File: config.mk
export PLATFORM = sky130hd
export DESIGN_NAME = imem_loader
export DESIGN_NICKNAME = d
export VERILOG_FILES = /design/src/rtl/imem_loader.sv
export SDC_FILE = /design/constraint.sdc
export NUM_CORES = 1
export LEC_CHECK = 0
export CORE_MARGIN = 4
export CORE_UTILIZATION = 25
export CTS_CLUSTER_DIAMETER = 50
export CTS_CLUSTER_SIZE = 10
export DETAILED_ROUTE_END_ITERATION = 10
export GPL_TIMING_DRIVEN = 0
export HOLD_SLACK_MARGIN = 0.06
export PLACE_DENSITY = 0.54
export SLEW_MARGIN = 10
export SYNTH_ARGS = -nofsm -noshare
export SYNTH_HDL_FRONTEND = slang
export SYNTH_SLANG_ARGS = --single-unit
File: constraint.sdc
create_clock -name clk -period 2 [get_ports clk]
set_input_delay 0.6 -clock clk [delete_from_list [all_inputs] [get_ports clk]]
set_output_delay 0.6 -clock clk [all_outputs]
set_load 0.01 [all_outputs]
File: src/rtl/imem_loader.sv
// imem_loader: boot-time instruction memory writer.
// Receives a framed word stream (header, N payload words, XOR checksum) over a
// valid/ready handshake and writes the payload into instruction memory at
// consecutive word addresses. The core is held in reset until a frame loads
// with a matching checksum.
//
// Ports:
//   clk, rst       - clock; asynchronous active-low reset
//   in_valid/in_ready/in_data - stream input handshake
//   rearm          - pulse in DONE/ERR to wait for a new frame
//   mem_we/mem_addr/mem_wdata - registered instruction memory write port
//   core_hold      - high holds the core in reset
//   done / err     - frame loaded OK / checksum mismatch
//   words_written  - payload words written in the current or last frame
module imem_loader #(
  parameter int unsigned ADDR_W = 16,
  parameter int unsigned DATA_W = 32
) (
  input  logic              clk,
  input  logic              rst,
  input  logic              in_valid,
  output logic              in_ready,
  input  logic [DATA_W-1:0] in_data,
  input  logic              rearm,
  output logic              mem_we,
  output logic [ADDR_W-1:0] mem_addr,
  output logic [DATA_W-1:0] mem_wdata,
  output logic              core_hold,
  output logic              done,
  output logic              err,
  output logic [ADDR_W-1:0] words_written
);

  typedef enum logic [2:0] {
    S_HDR  = 3'd0,
    S_DATA = 3'd1,
    S_CSUM = 3'd2,
    S_DONE = 3'd3,
    S_ERR  = 3'd4
  } state_e;

  state_e              state_q, state_d;
  logic [ADDR_W-1:0]   addr_cnt_q, addr_cnt_d;
  logic [ADDR_W-1:0]   remaining_q, remaining_d;
  logic [ADDR_W-1:0]   words_q, words_d;
  logic [DATA_W-1:0]   xor_q, xor_d;
  logic                mem_we_q, mem_we_d;
  logic [ADDR_W-1:0]   mem_addr_q, mem_addr_d;
  logic [DATA_W-1:0]   mem_wdata_q, mem_wdata_d;
  logic                ready_q, ready_d;
  logic                hold_q, hold_d;
  logic                done_q, done_d;
  logic                err_q, err_d;
  logic                fire;

  // State and datapath registers
  always_ff @(posedge clk or negedge rst) begin
    if (!rst) begin
      state_q     <= S_HDR;
      addr_cnt_q  <= '0;
      remaining_q <= '0;
      words_q     <= '0;
      xor_q       <= '0;
      mem_we_q    <= 1'b0;
      mem_addr_q  <= '0;
      mem_wdata_q <= '0;
      ready_q     <= 1'b1;
      hold_q      <= 1'b1;
      done_q      <= 1'b0;
      err_q       <= 1'b0;
    end else begin
      state_q     <= state_d;
      addr_cnt_q  <= addr_cnt_d;
      remaining_q <= remaining_d;
      words_q     <= words_d;
      xor_q       <= xor_d;
      mem_we_q    <= mem_we_d;
      mem_addr_q  <= mem_addr_d;
      mem_wdata_q <= mem_wdata_d;
      ready_q     <= ready_d;
      hold_q      <= hold_d;
      done_q      <= done_d;
      err_q       <= err_d;
    end
  end

  // Next-state and datapath update
  always_comb begin
    state_d     = state_q;
    addr_cnt_d  = addr_cnt_q;
    remaining_d = remaining_q;
    words_d     = words_q;
    xor_d       = xor_q;
    mem_we_d    = 1'b0;
    mem_addr_d  = mem_addr_q;
    mem_wdata_d = mem_wdata_q;
    fire        = in_valid && ready_q;

    case (state_q)
      S_HDR: begin
        if (fire) begin
          addr_cnt_d  = in_data[ADDR_W-1:0];
          remaining_d = in_data[2*ADDR_W-1:ADDR_W];
          xor_d       = '0;
          words_d     = '0;
          state_d     = (in_data[2*ADDR_W-1:ADDR_W] != '0) ? S_DATA : S_CSUM;
        end
      end
      S_DATA: begin
        if (fire) begin
          mem_we_d    = 1'b1;
          mem_addr_d  = addr_cnt_q;
          mem_wdata_d = in_data;
          xor_d       = xor_q ^ in_data;
          addr_cnt_d  = addr_cnt_q + ADDR_W'(1);  // wraps mod 2^ADDR_W
          words_d     = words_q + ADDR_W'(1);
          remaining_d = remaining_q - ADDR_W'(1);
          if (remaining_q == ADDR_W'(1)) state_d = S_CSUM;
        end
      end
      S_CSUM: begin
        if (fire) state_d = (in_data == xor_q) ? S_DONE : S_ERR;
      end
      S_DONE: begin
        if (rearm) state_d = S_HDR;
      end
      S_ERR: begin
        if (rearm) state_d = S_HDR;
      end
      default: state_d = S_HDR;
    endcase

    // Status outputs are registered copies of the next-state decode
    ready_d = (state_d == S_HDR) || (state_d == S_DATA) || (state_d == S_CSUM);
    hold_d  = (state_d != S_DONE);
    done_d  = (state_d == S_DONE);
    err_d   = (state_d == S_ERR);
  end

  assign in_ready      = ready_q;
  assign core_hold     = hold_q;
  assign done          = done_q;
  assign err           = err_q;
  assign mem_we        = mem_we_q;
  assign mem_addr      = mem_addr_q;
  assign mem_wdata     = mem_wdata_q;
  assign words_written = words_q;

endmodule

==> impl_results.md <==
- Area contributors post-synth: dfrtp_1, nand2_1, o21ai_0
- Pins Over Slew Limit: 0
- Outcome: finished, violations left
- Crit Path Max Fanout: 3
- Finished Layout Cells: 1248
- H-tree depth: 4
- Slowest stage cell, crit path: or4_4
- Most frequent cell on the critical path: or4_4
- Setup violations, final: 3
- Die W: 170 microns
- Synth-to-layout area growth: 38.8%
- Initial antenna violation count: 0
- Synth Instances: 753
- Port Buffer Count: 104
- Post-layout min period: 2.15 ns
- Crit path launch: remaining_q[1]$_DFFE_PN0P_
- 1st-pass router iterations: 5
- Core footprint: 26000 sq um
- Post-synthesis register bit count: 136
- Slew @ Worst Pin: 0.512 ns
- Layout cells sized above 1: 0.147
- Critical Path AT: 2.46 ns
- Final HPWL DP: 16200 microns
- Critical path launch point type: flip-flop
- Top cell type's share of synthesized area: 0.508
- Crit share post-route: 1.08
- Unique cell type count in the Yosys netlist: 51
- Max stage delay on crit path: 0.57 ns
- First-pass GRT wire length: 34900 microns
- Worst reg2reg endpoint: remaining_q[15]$_DFFE_PN0P_
- CP Class: reg -> reg
- Endpoints failing hold: 0
- FFs w/ async S/R, synth: 1.00
- Gr usage total: 0.155
- Sequential share of the synthesized area: 0.516
- Clk Latency, worst-skew pair: between 0.4 and 0.5 ns
- Grt ovf: 0
- Leak pwr: between 0.004 and 0.005 uW
- Ys flop type: dfrtp_1
- Reg area: 3410 sq um
- Rows: 59
- Hold Crit Class: reg -> reg
- Filler cells: around 2700
- CTS buffer count: 17
- Synth area leader: dfrtp_1
- Post-Syn Nets: 793
- Placed insts: about 1200
- YS warnings: 0
- Multi-input combinational cell area: 3170 sq um
- N_diodes: 0
- CTS tree: done
- Worst hold slack: 0.473 ns
- Critical Path Sink: remaining_q[15]$_DFFE_PN0P_
- Final nets: 940
- Failing checks: negative setup slack
- Critical-path cell list: or4_4, buf_4, or4_4, nor3b_2, mux2i_1, a21oi_1
- Detail Route Antenna Nets: 0
- IR drop worst, VDD: approximately 0.73 mV
- Initial cell density of the core: 0.254
- Clk buf depth: 2
- Slew HR: 0.656
- Post-synth EDFFs: 0
- Setup crit end kind: flip-flop
- DRT iter0 DRCs: 643
- I/O pin total: 105
- RSZ-0062 raised after global routing: yes
- DIE AREA: ~29000 sq um
- Cell Area, Synth: 6600 sq um
- GP Congestion: 0.856
- Clock skew: ~0.0087 ns
- Final WL: roughly 23000 microns
- Vias in the first global route: 5904
- TritonCTS Sinks: between 100 and 150
- Drt drc: 0
- CTS clock-pin slew for the worst setup and hold paths: 0.07 ns
- Die Y: 170 microns
- Routed vias/inst: 4.95
- R2R Path Start: remaining_q[1]$_DFFE_PN0P_
- DR vias: 6183
- Mean Syn Cell Area: about 8.8 sq um
- Largest net degree at the start of global routing: 98
- FF-to-FF path depth: 6
- PnR worst setup slack: -0.153 ns
- DR WL/cell: 18.2 microns
- Tot Pwr: 11100 uW
- Power Dens Cells: 1210 nW/um^2
- Max frequency: 0.464 GHz
- Root Driver: clkbuf_16
- Data required, critical path: 2.30 ns
- Max-cap violations: 0
- R2R setup slack: -0.15 ns
through the flow:
step	worst slack (ns)	TNS (ns)	utilization	instance area, sq um
after floorplan	-0.0379	-0.0539	-	6600
after global placement	-5.55	-866.72	0.310	8060
after detailed placement	-1.15	-118.91	0.311	8090
after CTS	-0.134	-0.263	0.344	8930
after global routing	-0.190	-0.480	0.353	9160
final	-0.153	-0.344	0.353	9160
state kept, by name (all words and copies together), names as in the netlist, 3 cells and up:
register and count:
state_q 3, addr_cnt_q 16, mem_addr 16, words_written 16
mem_wdata 32, xor_q 32, remaining_q 16
worst max-delay path: cells and delay by family (launching register included):
kind / cells / cell delay [ns]
flops: 1 / 0.40
compound gates: 1 / 0.08
buf+inv: 1 / 0.16
mux: 1 / 0.20
simple gates: 3 / 1.20
kinds of logic after synthesis:
| group | Yosys count | share of synthesized area |
|---|---|---|
| mux | 3 | 0.00474 |
| compound gates | 198 | 0.168 |
| flops | 136 | 0.516 |
| buf+inv | 47 | 0.0298 |
| xor+xnor | 36 | 0.0478 |
| fa+ha+maj | 4 | 0.00758 |
| simple gates | 329 | 0.226 |
final cells by class:
type	count	area share
Clock inverter	13	0.0157
Timing Repair Buffer	130	0.142
Inverter	8	0.00382
Clock buffer	19	0.0494
Tap cell	335	0.0458
Sequential cell	136	0.373
Multi-Input combinational cell	570	0.346
Buffer	37	0.0246
repair_timing:
item / 4_1_cts / 5_1_grt
hold buffers: 1 / 0
gates resized for setup: 78 / 60
setup endpoints to repair: 146 / 113
pin swaps: 9 / 6
endpoints found under the hold margin: 5 / 0
buffers inserted: 14 / 10
cloned: 0 / 0
power by group:
group	internal (uW)	switching [uW]	leakage, uW
Combinational	1660	1940	0.00227
Clock	1910	1290	0.000282
Sequential	3560	737	0.00172
cells in the mapped netlist (3+ instances only):
cell,instances
nand4_1,12
nor4_1,14
inv_1,7
or4_4,3
nor3_1,3
nand3_1,17
nand2b_1,3
xnor2_1,14
and3_1,8
o22ai_1,13
o41ai_1,3
and2_1,3
and4_1,4
buf_2,4
nor2_1,29
nand2_1,212
a21oi_1,45
xor2_1,22
o22a_1,4
dfrtp_1,134
a31oi_1,8
ha_1,4
clkbuf_1,33
o32ai_1,5
o21ai_0,105
or3_1,6
layout by cell type, fill, tap and decap left out, types with 11 or more instances in the layout:
master,instances
a21oi_1,44
buf_4,25
clkbuf_16,17
clkbuf_2,11
clkdlybuf4s50_1,62
dfrtp_1,128
dlygate4sd2_1,18
dlymetal6s2s_1,20
nand2_1,210
nand3_1,17
nand4_1,12
nor2_1,28
o21ai_0,104
o22ai_1,13
xor2_1,20
worst min-delay path by stage:
| stage | cells after the start | start | slack, ns | to |
|---|---|---|---|---|
| final | 2 | mem_wdata[2]$_DFFE_PN0P_ | 0.47 | mem_wdata[2]$_DFFE_PN0P_ |
| after global routing | 2 | mem_wdata[2]$_DFFE_PN0P_ | 0.49 | mem_wdata[2]$_DFFE_PN0P_ |
| after CTS | 2 | mem_wdata[2]$_DFFE_PN0P_ | 0.48 | mem_wdata[2]$_DFFE_PN0P_ |
| after detailed placement | 2 | mem_wdata[2]$_DFFE_PN0P_ | 0.46 | mem_wdata[2]$_DFFE_PN0P_ |
| after global placement | 2 | mem_wdata[9]$_DFFE_PN0P_ | 0.46 | mem_wdata[9]$_DFFE_PN0P_ |
| after floorplan | 0 | rst | 0.30 | addr_cnt_q[0]$_DFFE_PN0P_ |
metal layers:
metal  vias up  share of wire  global-route usage
li1       2932              -                   -
met1      2976           0.47               0.222
met2       245           0.45               0.233
met3        30          0.063              0.0390
met4         0          0.020              0.0455
met5         -              0                   0
Power figures use the tool's default switching activity.
